`src/rtl/tilt_sensor_conditioner.sv`:
```
// ============================================================================
// Module   : tilt_sensor_conditioner
// Brief    : Synchronises, debounces and hold-qualifies a tilt switch.
//            Optional macro TILT_EVENT_COUNT_EN enables the face-down event counter.
// Revision : 1.0 - initial release
// ============================================================================
`default_nettype none

module tilt_sensor_conditioner #(
  parameter int unsigned DEBOUNCE_CYCLES   = 1000000,
  parameter int unsigned HOLD_CYCLES       = 50000000,
  parameter bit          SENSOR_ACTIVE_LOW = 1'b0
) (
  input  logic       clk,
  input  logic       rst,
  input  logic       sensor_raw,
  output logic       ledsign,
  output logic       tilt_stable,
  output logic       tilt_pulse,
  output logic [7:0] tilt_count
);

  localparam int unsigned c_deb_w  = $clog2(DEBOUNCE_CYCLES) + 1;
  localparam int unsigned c_hold_w = $clog2(HOLD_CYCLES) + 1;
  localparam logic [c_deb_w-1:0]  c_deb_last  = c_deb_w'(DEBOUNCE_CYCLES - 1);
  localparam logic [c_hold_w-1:0] c_hold_last = c_hold_w'(HOLD_CYCLES - 1);

  typedef enum logic [1:0] {
    UP     = 2'd0,
    ARMING = 2'd1,
    DOWN   = 2'd2
  } state_t;

  logic               sensor_pol;
  logic               sync1_q;
  logic               sync_q;
  logic [c_deb_w-1:0] deb_cnt_q;
  logic [c_deb_w-1:0] deb_cnt_d;
  logic               stable_q;
  logic               stable_d;
  logic               pulse_q;
  logic               mismatch;
  logic               deb_done;

  state_t              state_q;
  logic [c_hold_w-1:0] hold_cnt_q;
  logic                ledsign_q;
  logic                arm_done;

  assign sensor_pol = sensor_raw ^ SENSOR_ACTIVE_LOW;

  always_ff @(posedge clk) begin
    if (rst) begin
      sync1_q <= 1'b0;
      sync_q  <= 1'b0;
    end else begin
      sync1_q <= sensor_pol;
      sync_q  <= sync1_q;
    end
  end

  // Counter holds the number of consecutive mismatches already seen; the
  // DEBOUNCE_CYCLES-th mismatch toggles the level instead of incrementing.
  assign mismatch = sync_q ^ stable_q;
  assign deb_done = mismatch && (deb_cnt_q == c_deb_last);

  always_comb begin
    deb_cnt_d = '0;
    stable_d  = stable_q;
    if (deb_done) begin
      stable_d = ~stable_q;
    end else if (mismatch) begin
      deb_cnt_d = deb_cnt_q + 1'b1;
    end
  end

  always_ff @(posedge clk) begin
    if (rst) begin
      deb_cnt_q <= '0;
      stable_q  <= 1'b0;
      pulse_q   <= 1'b0;
    end else begin
      deb_cnt_q <= deb_cnt_d;
      stable_q  <= stable_d;
      pulse_q   <= deb_done;
    end
  end

  assign arm_done = (state_q == ARMING) && stable_q && (hold_cnt_q == c_hold_last);

  always_ff @(posedge clk) begin
    if (rst) begin
      state_q    <= UP;
      hold_cnt_q <= '0;
      ledsign_q  <= 1'b0;
    end else begin
      case (state_q)
        UP: begin
          hold_cnt_q <= '0;
          if (stable_q) begin
            state_q <= ARMING;
          end
        end
        ARMING: begin
          if (!stable_q) begin
            state_q    <= UP;
            hold_cnt_q <= '0;
          end else if (arm_done) begin
            state_q   <= DOWN;
            ledsign_q <= 1'b1;
          end else begin
            hold_cnt_q <= hold_cnt_q + 1'b1;
          end
        end
        DOWN: begin
          if (!stable_q) begin
            state_q   <= UP;
            ledsign_q <= 1'b0;
          end
        end
        default: begin
          state_q    <= UP;
          hold_cnt_q <= '0;
          ledsign_q  <= 1'b0;
        end
      endcase
    end
  end

`ifdef TILT_EVENT_COUNT_EN
  logic [7:0] evt_cnt_q;

  always_ff @(posedge clk) begin
    if (rst) begin
      evt_cnt_q <= 8'd0;
    end else if (arm_done && (evt_cnt_q != 8'hFF)) begin
      evt_cnt_q <= evt_cnt_q + 8'd1;
    end
  end

  assign tilt_count = evt_cnt_q;
`else
  assign tilt_count = 8'd0;
`endif

  assign tilt_stable = stable_q;
  assign tilt_pulse  = pulse_q;
  assign ledsign     = ledsign_q;

endmodule

`default_nettype wire

```
`config.mk`:
```
export PLATFORM = sky130hd
export DESIGN_NAME = tilt_sensor_conditioner
export DESIGN_NICKNAME = d
export VERILOG_FILES = /design/src/rtl/tilt_sensor_conditioner.sv
export SDC_FILE = /design/constraint.sdc
export NUM_CORES = 1
export LEC_CHECK = 0
export ABC_AREA = 0
export CAP_MARGIN = 5
export CORE_MARGIN = 2
export CORE_UTILIZATION = 55
export CTS_BUF_LIST = sky130_fd_sc_hd__clkbuf_4
export CTS_CLUSTER_DIAMETER = 150
export CTS_CLUSTER_SIZE = 12
export DETAILED_ROUTE_END_ITERATION = 8
export GPL_TIMING_DRIVEN = 0
export PLACE_DENSITY = 0.85
export RECOVER_POWER = 50
export SYNTH_ARGS = -nofsm -noshare
export SYNTH_HDL_FRONTEND = slang
export SYNTH_SLANG_ARGS = --single-unit
export TNS_END_PERCENT = 50
```
`constraint.sdc`:
```
create_clock -name clk -period 2 [get_ports clk]
set_input_delay 0.3 -clock clk [delete_from_list [all_inputs] [get_ports clk]]
set_output_delay 0.3 -clock clk [all_outputs]
set_load 0.05 [all_outputs]
```
## After elaboration in Yosys (flattened, before gate mapping)

Index checks and enable logic that the tools add are counted.

- Input port bits: 3
- Flip-flop bits (word level): 55
- Logic and storage cells: 45

- Eq/ne operators: 10
- Bitwise gates (word level): 5
- Multiplexer cells: 12
- Reductions and logical operators: 8
- Add/subtract/negate cells: 2

Operator list:

| kind | number |
|---|---|
| 27-bit 2-to-1 mux | 2 |
| 27-bit one-hot mux with 2 select lines | 1 |
| 27-bit by 1-bit adder with 27-bit output (second input constant) | 1 |
| 27-bit by 26-bit equality test with 1-bit output (second input constant) | 1 |
| 21-bit by 1-bit adder with 21-bit output (second input constant) | 1 |
| 21-bit by 20-bit equality test with 1-bit output (second input constant) | 1 |
| 2-bit 2-to-1 mux | 4 |
| 2-bit != test (second input constant) | 4 |
| 3-bit != test (second input constant) | 2 |
| 2-bit one-hot mux with 3 select lines | 1 |
| 1-bit inverter | 4 |
| 4-bit AND reduction | 1 |
| 1-bit logical AND | 3 |
| 1-bit 2-to-1 mux | 3 |
| 1-bit one-hot mux with 3 select lines | 1 |
| 3-bit AND reduction | 1 |
| 3-bit OR reduction | 1 |
| 2-bit by 1-bit equality test with 1-bit output (second input constant) | 1 |
| 2-bit equality test (second input constant) | 1 |
| 2-bit zero test | 1 |
| 2-bit AND reduction | 1 |
| 1-bit XOR | 1 |

## Longest topological paths before layout

Gate-level depths: netlist (run 1).

- Depth after elaboration: 6
- Depth in mapped cells: 7
- Depth with buffers taken out: 6

## Least setup slack after synthesis (run 1)

Ideal clock, no wire load.

- Path kind: reg2reg
- Start: register stable_q, in the netlist tilt_stable
- End: register deb_cnt_q[10]
- Cell stages (with the launch flop): 7
- Clock period less this slack: 2.141 ns
- Data arrival time: 2.026 ns
- Slack: -0.141 ns
- Path through: dfxtp_1 > xnor2_1 > or4b_1 > nor4_2 > or3_1 > buf_4 > nor2_1

- Cells in the longest elaborated chain, start to end: 3

Ends and longest elaborated chain:

| what | RTL line | text |
|---|---|---|
| from (decl) | 39 | `logic stable_q;` |
| from (signal assigned) | 84 | `stable_q <= stable_d;` |
| 1-bit XOR (*) | 64 | `assign mismatch = sync_q ^ stable_q;` |
| 1-bit logical AND / 1-bit inverter (equally long branches) | - |  |
| 3-bit OR reduction (no line) (*) | - |  |
| to (signal assigned) | 83 | `deb_cnt_q <= deb_cnt_d;` |
| to (decl) | 37 | `logic [c_deb_w-1:0] deb_cnt_q;` |

Mark *: on every way between the ends. The rest lies on a longest branch, timed or not.
A chain may end at the register's enable or synchronous reset.

## Final worst setup path (run 1)

- Start: register hold_cnt_q[8]
- End: register hold_cnt_q[5]

- Cells in the longest elaborated chain, start to end: 4

Ends and longest elaborated chain:

| what | RTL line | text |
|---|---|---|
| from (decl) | 46 | `logic [c_hold_w-1:0] hold_cnt_q;` |
| from (signal assigned) | 112 | `hold_cnt_q <= hold_cnt_q + 1'b1;` |
| 27-bit by 26-bit equality test with 1-bit output | 89 | `assign arm_done = (state_q == ARMING) && stable_q && (hold_cnt_q == c_hold_last);` |
| 1-bit logical AND | 89 |  |
| 3-bit != test (no line) | - |  |
| 2-bit AND reduction (no line) | - |  |

Every way passes these cells.

==> results of run 1 <==
-- path summary, 6_finish.rpt --
| path | from | end | slack (ns) | cells after the start |
|---|---|---|---|---|
| hold reg to reg | sync1_q | sync_q | 0.46 | 1 |
| setup / recovery | hold_cnt_q[8] | hold_cnt_q[5] | 0.06 | 6 |
| setup reg to reg | hold_cnt_q[8] | hold_cnt_q[5] | 0.06 | 6 |
| hold / removal | sync1_q | sync_q | 0.46 | 1 |
-- cell type report --
cell class / count / area [um^2] / share of cell area
flip-flops and latches: 55 / 1111 / 0.3730
multi-input cells: 235 / 1469 / 0.4931
plain buffers: 19 / 132.6 / 0.04452
inverters: 5 / 18.77 / 0.006300
well taps: 54 / 67.56 / 0.02268
clock buffers: 5 / 37.54 / 0.01260
clock inverters: 3 / 38.79 / 0.01302
repair buffers: 13 / 103.9 / 0.03486
-- synth_stat cells --
cell	number	area (um^2)
a21o_1	1	7.510
or3_1	16	100.1
xor2_1	9	78.83
and4_1	6	52.55
conb_1	1	3.750
nand2_1	19	71.32
and2_1	1	6.260
nand3_1	21	105.1
nand3b_1	1	7.510
o21ai_0	4	20.02
nor2b_1	3	18.77
nor4b_1	1	8.760
buf_2	2	10.01
or4b_1	5	50.05
clkbuf_1	5	18.77
dfxtp_1	55	1101
buf_4	12	90.09
nor3b_1	1	7.510
mux2i_1	1	10.01
nor3_1	6	30.03
nand2b_1	1	6.260
o21ai_1	12	60.06
nand4_1	10	62.56
xnor2_1	16	140.1
nor4_2	3	37.54
a22oi_1	1	7.510
o31ai_1	5	37.54
nor2_1	38	142.6
or4_1	6	45.04
or3b_1	1	8.760
nand4_2	2	25.02
a31oi_1	4	25.02
nor4_1	2	12.51
a21oi_1	21	105.1
inv_1	5	18.77
and3_1	6	37.54
a21o_2	1	8.760
ha_1	2	25.02
nor4_4	1	21.27
-- worst register-to-register path, delay by kind of cell (launching register included) --
kind,cells,cell delay (ns)
AO/OA/AOI/OAI,2,0.28
flip-flops,1,0.38
buffers and inverters,1,0.14
AND/OR/NAND/NOR,3,1.01
-- where the power goes --
group,total [mW],switching (mW),leakage [nW],internal (mW)
logic,0.0627,0.0447,0.488,0.0180
clock network,0.600,0.342,0.0426,0.258
registers,1.10,0.00121,0.447,1.10
-- sequential cells by signal, indices dropped and copies added, names as in the netlist --
register     cells
sync_q           1
deb_cnt_q       21
tilt_pulse       1
state_q          2
tilt_stable      1
ledsign          1
hold_cnt_q      27
sync1_q          1
-- layer usage --
metal / GRT usage / vias to the layer above
li1: - / 1138
met1: 0.2627 / 1078
met2: 0.3764 / 59
met3: 0.04972 / 12
met4: 0.08436 / 0
met5: 0 / -
-- timing repair --
| action | in CTS | in global routing |
|---|---|---|
| cloned | 0 | 1 |
| setup buffers | 2 | 5 |
| pin swaps | 2 | 2 |
| endpoints found under the hold margin | 0 | 0 |
| gates resized for setup | 6 | 15 |
| setup endpoints to repair | 21 | 43 |
-- logic make-up (layout without fill, tap and decap cells) --
kind of cell	after synthesis	in the layout	synth area share
fa+ha+maj	2	2	0.009531
compound gates	49	49	0.1034
other cells	1	8	0.001429
mux	1	1	0.003813
xor+xnor	25	25	0.08341
flops	55	55	0.4194
simple gates	150	150	0.3265
buf+inv	24	45	0.05243
==> results.toml, run 1 <==
[worst_setup_path]
crit_fanout = 10
cp_top_family = "simple AND/OR/NAND/NOR gates"
cp_num_buf_inv = 1
cp_cell_sequence = "or4b_4, nor4_4, a21o_4, buf_6, or3_1, a21oi_1"
slowest_stage = "or4b_4"
critPathMaxStageDelay_ns = 0.56
startpoint_type = "flip-flop"
arrival_ns = 2.19
required_ns = 2.25
critPathCaptureType = "flip-flop"
crit_type = "flip-flop to flip-flop"

[die]
num_rows = 25
die_h_um = 73.09
start_util = 0.5632
ioPinCount = 14
core_um2 = 4661
die_w_um = 73.09
die_area_um2 = 5341

[synth]
syn_inst = 307
yosys.cell_types.count = 39
synth-seq-area-share = 0.4194
yosys_warnings = 0
synth-seq-cells = 55
syn-cell-area_um2 = 2625
syn_area_per_cell_um2 = 8.551

[finish]
final_cell_mix = "49 x dfxtp_1, 37 x nor2_1, 21 x a21oi_1, 20 x nand3_1, 18 x nand2_1"
final_layout_size_suffix_gt1_frac = 0.1433
diodes = 0
final_cells = 389
layout_commonest_cell = "dfxtp_1"
final_area_um2 = 2979
n_fill_cell = 393
nets = 339
utilization = 0.6392
area_growth_pct = 13.49

[global_routing]
grt_pass1_wl_um = 9121
grt.total_usage = 0.2185
grt_max_degree = 17
grt_overflow = 0
first_global_vias = 2017
antenna_found_initial = 0

[power_and_ir_drop]
power_density_nw_per_um2 = 591.2
power_mw = 1.761
ir_drop_uv = 334.6
p_leak_nw = 0.9771

[sta]
fin_crit_sh = 0.9725
worst_slew_pin_slew_ns = 0.5294
slew_violations = 0
skew_ns = 0.02096
hold_violations = 0
holdWs_ns = 0.4585
layout_setup_ws_ns = 0.05508
setup_violations = 0
fmax_mhz = 514.2
timing.setup.tns_ns = 0
period_needed_ns = 1.945
slew_headroom = 0.6471
rsz0062_at_grt = "yes"

[clock_network]
cts-root-buf = "clkbuf_4"
cts.path.max_buffers = 2
cts_made_buffers = 5
clkLatencyLatePin_ns = 0.38
clock-sinks = 55
h-tree-depth = 2
cts_tree = "built"
clkTransAtPathRegs_ns = 0.15
hold_buffers = 0

[placement]
hpwl_um = 3924
placed_cells = 373
place_area_um2 = 2770
gp_congestion = 0.8953
dpl_worst_slack_ns = -0.1415
port_buffers = 5

[routing]
wl_met3_um = 269
dr.pass1.iters = 6
via_per_inst = 5.879
met1_length_um = 2392
met2_length_um = 2945
drtAntennaViolNets = 0
first_iter_violations = 170
post-route-drc-count = 0
maxUsedRoutingLayer = "met4"
vias = 2287
detail_route.wl_per_cell_um = 14.67
drt-total-wl_um = 5707

[outcome]
status = "finished, final reports clean"

[worst_hold_path]
hold_path_class = "flip-flop to flip-flop"

[flow_run]
cap_violations = 0
Power figures use the tool's default switching activity.
==> run 2: changes to the inputs <==
--- a/config.mk
+++ b/config.mk
@@ -7,7 +7,7 @@
 export LEC_CHECK = 0
 export ABC_AREA = 0
 export CAP_MARGIN = 5
-export CORE_MARGIN = 2
+export CORE_MARGIN = 1.5
 export CORE_UTILIZATION = 55
 export CTS_BUF_LIST = sky130_fd_sc_hd__clkbuf_4
 export CTS_CLUSTER_DIAMETER = 150
@@ -16,6 +16,7 @@
 export GPL_TIMING_DRIVEN = 0
 export PLACE_DENSITY = 0.85
 export RECOVER_POWER = 50
+export REMOVE_ABC_BUFFERS = 1
 export SYNTH_ARGS = -nofsm -noshare
 export SYNTH_HDL_FRONTEND = slang
 export SYNTH_SLANG_ARGS = --single-unit
==> run 2 against run 1 <==
The run now ends with negative setup slack left. Sequential cell count unchanged. Maximum frequency decreased by 6.4%. Cell count decreased by 3.3%. Sequential power about the same. Die area decreased by 2.7%. Total power decreased by 6.6%. Design area decreased by 1.4%. Clock power decreased by 17%. Sequential share of layout area increased by 0.63 points. Critical endpoint is now hold_cnt_q[26]. Largest cell class unchanged.
==> results.toml, run 2 (synthesized netlist as in run 1, its figures left out) <==
[finish]
nets = 328
largest_reg_flops = 27
top_register = "hold_cnt_q"
reg.largest.list = "hold_cnt_q (27), deb_cnt_q (21), state_q (2)"
utilization = 0.6563
final_area_um2 = 2937
final_layout_size_suffix_gt1_frac = 0.1512
layout_commonest_cell = "dfxtp_1"
area_growth_pct = 11.87
final_cells = 376
diodes = 0
final_cell_mix = "47 x dfxtp_1, 37 x nor2_1, 20 x nand3_1, 20 x a21oi_1, 18 x nand2_1"

[routing]
first_iter_violations = 238
drt-total-wl_um = 6048
vias = 2408
dr.pass1.iters = 7
via_per_inst = 6.404
post-route-drc-count = 0
drtAntennaViolNets = 0
detail_route.wl_per_cell_um = 16.09

[global_routing]
first_global_vias = 1941
grt.met1_usage = 0.2951
met3_usage = 0.04444
grt_max_degree = 37
antenna_found_initial = 0
grt_pass1_wl_um = 8749
grt_overflow = 0
grt.total_usage = 0.2115
busiest_layer = "met2"
grt_use_met2 = 0.3241

[worst_hold_path]
hold_path_class = "flip-flop to flip-flop"

[worst_setup_path]
startpoint_type = "flip-flop"
required_ns = 2.32
cp_common_cell = "nand3_1"
cp_cell_sequence = "buf_4, nand3_1, nor4_4, nand3_1, or4_1, a21oi_1"
cp_num_buf_inv = 1
crit_type = "flip-flop to flip-flop"
critPathCaptureType = "flip-flop"
cp_top_family = "simple AND/OR/NAND/NOR gates"
critPathMaxStageDelay_ns = 0.51
slowest_stage = "or4_1"
crit_fanout = 6
arrival_ns = 2.40

[flow_run]
cap_violations = 0

[sta]
setup_violations = 10
worst_slew_pin_slew_ns = 0.7216
hold_violations = 0
slew_violations = 0
layout_setup_ws_ns = -0.07761
slew_headroom = 0.5190
fmax_mhz = 481.3
timing.setup.tns_ns = -0.2490
fin_crit_sh = 1.039
period_needed_ns = 2.078
rsz0062_at_grt = "yes"
skew_ns = 0.02235

[die]
core_um2 = 4474
die_w_um = 72.09
ioPinCount = 14
die_area_um2 = 5196
start_util = 0.5867
die_h_um = 72.09
num_rows = 24

[clock_network]
hold_buffers = 0
cts.path.max_buffers = 2
clkLatencyLatePin_ns = 0.39
cts_made_buffers = 5
cts-root-buf = "clkbuf_4"
clkTransAtPathRegs_ns = 0.16
clock-sinks = 55
h-tree-depth = 2
cts_tree = "built"

[power_and_ir_drop]
ir_drop_uv = 361.4
p_leak_nw = 0.9603
power_mw = 1.645
power_density_nw_per_um2 = 560.2

[outcome]
status = "finished with violations"
violations = "negative setup slack"

[placement]
port_buffers = 5
placed_cells = 352
hpwl_um = 3404
gp_congestion = 0.9012
place_area_um2 = 2648
run 2: layout make-up:
class,count,area (um^2)
flip-flops and latches,55,1114
clock inverters,2,12.51
clock buffers,6,45.04
inverters,5,18.77
repair buffers,17,140.1
fillers,326,1538
well taps,52,65.06
multi-input cells,239,1541
run 2: where the power goes:
group          switching, mW  leakage, nW  internal (mW)  total, mW
sequential           0.00137        0.448           1.10       1.10
combinational         0.0430        0.481        0.00673     0.0497
clock                  0.347       0.0317          0.150      0.497
total                  0.392        0.960           1.25       1.65
run 2: final timing paths:
| path | startpoint | endpoint | slack (ns) | depth (start not counted) |
|---|---|---|---|---|
| min reg2reg | sync1_q | sync_q | 0.45 | 1 |
| max reg2reg | hold_cnt_q[7] | hold_cnt_q[26] | -0.08 | 6 |
| min | sync1_q | sync_q | 0.45 | 1 |
| max | hold_cnt_q[7] | hold_cnt_q[26] | -0.08 | 6 |
run 2: layer usage:
metal | wire (um) | part of all wire
met2 | 2788 | 0.46
met3 | 461 | 0.076
met5 | 0 | 0
met4 | 209 | 0.035
met1 | 2589 | 0.43
run 2: through the flow:
| step | setup slack (ns) | hold slack [ns] |
|---|---|---|
| after global placement | -0.2283 | 0.4225 |
| final | -0.07761 | 0.4494 |
| after floorplan | -0.3262 | 0.3691 |
| after global routing | -0.1274 | 0.4679 |
| after detailed placement | -0.2968 | 0.4343 |
| after CTS | -0.04536 | 0.4470 |
run 2: what timing repair did:
| action | 4_1_cts | 5_1_grt |
|---|---|---|
| resized for setup | 8 | 20 |
| cloned | 0 | 4 |
| buffers inserted | 0 | 12 |
| endpoints found under the setup margin | 43 | 46 |
| pin swaps | 1 | 9 |
| endpoints found under the hold margin | 0 | 0 |
==> RTL edit 1 (config.mk and constraints of run 2) <==
Re-encode `state_t` (3 states) as one-hot, 3 bits wide.
--- a/src/rtl/tilt_sensor_conditioner.sv
+++ b/src/rtl/tilt_sensor_conditioner.sv
@@ -27,6 +27,6 @@
 
-  typedef enum logic [1:0] {
-    UP     = 2'd0,
-    ARMING = 2'd1,
-    DOWN   = 2'd2
+  typedef enum logic [2:0] {
+    UP     = 3'b001,
+    ARMING = 3'b010,
+    DOWN   = 3'b100
   } state_t;
Check against the original RTL: no difference found for any inputs over 10 cycles, from zero or initial values and one cycle with rst high; not proved beyond that.
==> RTL edit 1 against run 2 <==
  * Sequential share of layout area is 0.11 points lower
  * Cell area is 1.7% higher
  * Worst hold slack better by 14 ps
  * Global-route usage is 0.46 points lower
  * Sequential cell count is 1 higher
  * Setup slack better by 120 ps
  * Final cell count is 3.5% higher
  * Via count is 5.4% lower
  * Utilization is 2.4 points lower
  * Routed wire length is 8.4% lower
  * Synthesized area is 3.2% higher
  * Power is 7.5% higher
  * Critical path depth is 1 higher
  * Largest power group unchanged
  * Highest routed layer unchanged
==> RTL edit 1: results (changes against run 2) <==
{
  "status": {
    "status": "complete, no violations"
  },
  "worst_setup_path": {
    "r2r-start": "hold_cnt_q[0]$_SDFFE_PP0P_",
    "rr_worst_depth": {"value": 7, "change": "+1"},
    "setup.reg_to_reg.worst_slack": {"value": 40, "unit": "ps", "change": "+120 ps"},
    "worstReg2RegEnd": "hold_cnt_q[5]$_SDFFE_PP0P_",
    "timing.critical_path.arrival": {"value": 2280, "unit": "ps", "change": "-120 ps"}
  },
  "synthesis": {
    "yosys.area_share.adder": {"value": 0.00923, "change": "-0.000299"},
    "synth.area.top_cells": "sky130_fd_sc_hd__dfxtp_1 41%, sky130_fd_sc_hd__xor2_1 6.5%, sky130_fd_sc_hd__nor2_1 6.0%",
    "muxShareOfSynthArea": {"value": 0.00416, "change": "+0.000342"},
    "ys_seq_area_frac": {"value": 0.414, "change": "-0.00578"},
    "synth_xor_xnor_area_share": {"value": 0.0937, "change": "+0.0103"},
    "netlist_top_cells_count": "56 x sky130_fd_sc_hd__dfxtp_1, 43 x sky130_fd_sc_hd__nor2_1, 20 x sky130_fd_sc_hd__nand2_1, 20 x sky130_fd_sc_hd__xor2_1, 17 x sky130_fd_sc_hd__a21oi_1"
  },
  "place": {
    "dp_worst_setup_slack": {"value": -326, "unit": "ps", "change": "-29.5 ps"},
    "hpwl": {"value": 3.71, "unit": "mm", "change": "+9.0%"},
    "gp_routability_congestion": {"value": 0.791, "change": "-12%"}
  },
  "sta": {
    "fin_setup_tns": {"value": 0, "unit": "ps", "change": "+249 ps"},
    "tightest_slew": {"value": 723, "unit": "ps", "change": "+0.963 ps"}
  },
  "pwr": {
    "switching_share": {"value": 0.219, "change": "-0.0193"},
    "clock_distribution_power": {"value": 599, "unit": "uW", "change": "+21%"},
    "comb_cell_power": {"value": 52.1, "unit": "uW", "change": "+4.8%"}
  },
  "finish": {
    "fillerInstances": {"value": 377, "change": "+16%"}
  },
  "clock_tree": {
    "post-cts-setup-buffers": {"value": 3, "change": "+3"},
    "cts_resized": {"value": 4, "change": "-4"},
    "clock_latency": {"value": 370, "unit": "ps", "change": "-20 ps"}
  },
  "route": {
    "wl_per_cell": {"value": 14.2, "unit": "um", "change": "-11%"},
    "drt_iter0_markers": {"value": 159, "change": "-33%"},
    "avgViaCountPerCell": {"value": 5.86, "change": "-8.6%"}
  },
  "worst_hold_path": {
    "worstHoldStart": "deb_cnt_q[0]$_SDFF_PP0_"
  },
  "global_routing": {
    "grt_first_pass_wirelength": {"value": 8.84, "unit": "mm", "change": "+1.0%"},
    "grt_pass1_vias": {"value": 2138, "change": "+10%"},
    "grtUsageMet2": {"value": 0.379, "change": "+0.0547"},
    "grt_start_max_net_pins": {"value": 24, "change": "-35%"}
  }
}
## RTL edit 1: changes by cell type after synthesis, sizes merged, moves of 5 or more
cell,run 2,this run
nor2,38,43
o21ai,16,10
or3,16,8
or4b,5,0
xnor2,16,9
xor2,9,20
## RTL edit 1: per-stage QoR
| stage | utilization | area [um^2] | cells |
|---|---|---|---|
| 2_1_floorplan | - | 2630 | 300 |
| 3_5_place_dp | 0.586 | 2770 | 372 |
| 3_3_place_gp | 0.586 | 2770 | 372 |
| 6_report | 0.633 | 2990 | 389 |
| 4_1_cts | 0.613 | 2900 | 384 |
| 5_1_grt | 0.633 | 2990 | 389 |
## RTL edit 1: layout make-up
cell class,instances,area share
Tap cell,67,0.0281
Sequential cell,56,0.378
Inverter,5,0.00628
Clock buffer,5,0.0126
Timing Repair Buffer,13,0.0452
Clock inverter,3,0.0126
Multi-Input combinational cell,240,0.517
## RTL edit 1: worst max path at each step
| stage | start | to | slack, ps | depth (start not counted) |
|---|---|---|---|---|
| floorplan | tilt_stable$_SDFFE_PP0P_ | deb_cnt_q[10]$_SDFF_PP0_ | -220 | 5 |
| global placement | deb_cnt_q[0]$_SDFF_PP0_ | deb_cnt_q[14]$_SDFF_PP0_ | -270 | 5 |
| detailed placement | tilt_stable$_SDFFE_PP0P_ | deb_cnt_q[20]$_SDFF_PP0_ | -330 | 5 |
| CTS | hold_cnt_q[0]$_SDFFE_PP0P_ | hold_cnt_q[26]$_SDFFE_PP0P_ | -40 | 6 |
| global route | hold_cnt_q[1]$_SDFFE_PP0P_ | hold_cnt_q[18]$_SDFFE_PP0P_ | -20 | 7 |
| finish | hold_cnt_q[0]$_SDFFE_PP0P_ | hold_cnt_q[5]$_SDFFE_PP0P_ | 40 | 7 |
==> RTL edit 2 (config.mk and constraints of run 2) <==
Without the edit above. Change the parameter `SENSOR_ACTIVE_LOW` from 1'b0 to 1'b1.
--- a/src/rtl/tilt_sensor_conditioner.sv
+++ b/src/rtl/tilt_sensor_conditioner.sv
@@ -11,3 +11,3 @@
   parameter int unsigned HOLD_CYCLES       = 50000000,
-  parameter bit          SENSOR_ACTIVE_LOW = 1'b0
+  parameter bit          SENSOR_ACTIVE_LOW = 1'b1
 ) (
Function: same outputs for any inputs over 10 cycles, from zero or initial values and one cycle with rst high; that may be too few to reach the edited logic, so the function may still have changed.
==> RTL edit 2 against run 2 <==
  * The run still ends with negative setup slack left
  * Utilization down 0.35 points
  * Synthesized area grew 1.5%
  * Sequential cell count stayed put
  * Via count is 1.2% lower
  * Power increased by 6.5%
  * Cell area rose by 4.3%
  * Sequential power about the same
  * Clock power is 21% higher
  * Routed wire length grew 2.8%
  * Clock skew about the same
  * Setup slack gained 27 ps
  * Final cell count grew 1.6%
  * Critical endpoint is now hold_cnt_q[24]$_SDFFE_PP0P_
  * Largest cell class unchanged
==> RTL edit 2: results (changes against run 2) <==
{
  "sta": {
    "fin_setup_tns": {"value": -456, "unit": "ps", "change": "-207 ps"},
    "report.final.setup_viol": {"value": 17, "change": "+7"},
    "finalHoldWorstSlack": {"value": 415, "unit": "ps", "change": "-34.8 ps"},
    "worst_setup_slack_after_layout": {"value": -51.1, "unit": "ps", "change": "+26.5 ps"},
    "maximum_clock_skew_at_final_layout": {"value": 22.4, "unit": "ps", "change": "+0.0385 ps"}
  },
  "worst_setup_path": {
    "timing.critical_path.arrival": {"value": 2330, "unit": "ps", "change": "-70 ps"},
    "rr_worst_depth": {"value": 8, "change": "+2"},
    "crit_end": "hold_cnt_q[24]$_SDFFE_PP0P_",
    "r2r-start": "hold_cnt_q[1]$_SDFFE_PP0P_"
  },
  "route": {
    "pre_antenna_drt_iters": {"value": 4, "change": "-3"},
    "drt_iter0_markers": {"value": 155, "change": "-35%"},
    "finalWirelength": {"value": 6.22, "unit": "mm", "change": "+2.8%"},
    "vias": {"value": 2379, "change": "-1.2%"},
    "met3RoutedLength": {"value": 346, "unit": "um", "change": "-25%"},
    "met2RoutedLength": {"value": 3.04, "unit": "mm", "change": "+9.0%"},
    "met1Wirelength": {"value": 2.64, "unit": "mm", "change": "+2.0%"}
  },
  "global_routing": {
    "grt_start_max_net_pins": {"value": 17, "change": "-54%"},
    "grt_util_met3": {"value": 0.0704, "change": "+0.0260"},
    "met1_usage_grt": {"value": 0.296, "change": "+0.000697"},
    "grt_pass1_vias": {"value": 2179, "change": "+12%"},
    "grtUsageMet2": {"value": 0.384, "change": "+0.0602"}
  },
  "synthesis": {
    "muxShareOfSynthArea": {"value": 0.0117, "change": "+0.00792"},
    "synth_xor_xnor_area_share": {"value": 0.0723, "change": "-0.0111"},
    "synth_compound_gate_area_share": {"value": 0.129, "change": "+0.0257"},
    "yosys.cell_types.count": {"value": 52, "change": "+33%"}
  },
  "finish": {
    "num-nonclk-buffers": {"value": 20, "change": "+3"},
    "share_of_final_layout_standard_cells_stronger_than_drive_strength_1": {"value": 0.192, "change": "+0.0408"},
    "share_of_cell_area_taken_by_multi_input_logic_gates": {"value": 0.523, "change": "-0.00164"},
    "area_share_clock_buf_inv": {"value": 0.0249, "change": "+0.00532"},
    "non_clock_inverter_count": {"value": 8, "change": "+3"},
    "layout.area.seq": {"value": 1110, "unit": "um^2", "change": "-0.67%"}
  },
  "status": {
    "status": "finished, violations left",
    "failed_checks": "negative setup slack"
  },
  "worst_hold_path": {
    "hold_path_end": "sync1_q$_SDFF_PP0_"
  },
  "pwr": {
    "switching_share": {"value": 0.222, "change": "-0.0156"},
    "power.static_leakage": {"value": 0.00101, "unit": "uW", "change": "+4.8%"}
  },
  "place": {
    "gp_routability_congestion": {"value": 0.918, "change": "+1.8%"}
  }
}
RTL edit 2: cell types whose count changed after synthesis, moves of 4 or more:
cell,delta
sky130_fd_sc_hd__a21oi_1,-9
sky130_fd_sc_hd__a21oi_2,+5
sky130_fd_sc_hd__buf_4,-4
sky130_fd_sc_hd__nand2_1,+5
sky130_fd_sc_hd__nand4_1,+4
sky130_fd_sc_hd__nor4_1,+4
sky130_fd_sc_hd__o211ai_1,+4
sky130_fd_sc_hd__o21ai_1,-6
sky130_fd_sc_hd__or3_1,-7
sky130_fd_sc_hd__or4b_1,-4
sky130_fd_sc_hd__xnor2_1,-9
sky130_fd_sc_hd__xor2_1,+6
RTL edit 2: power by group through the flow:
stage	Clock [uW]	Combinational (uW)	Sequential, uW
finish	601	51.4	1100
global route	659	54.6	1100
CTS	607	49.9	1100
detailed placement	0	47.4	1120
global placement	0	47.3	1120
floorplan	0	38.2	1120
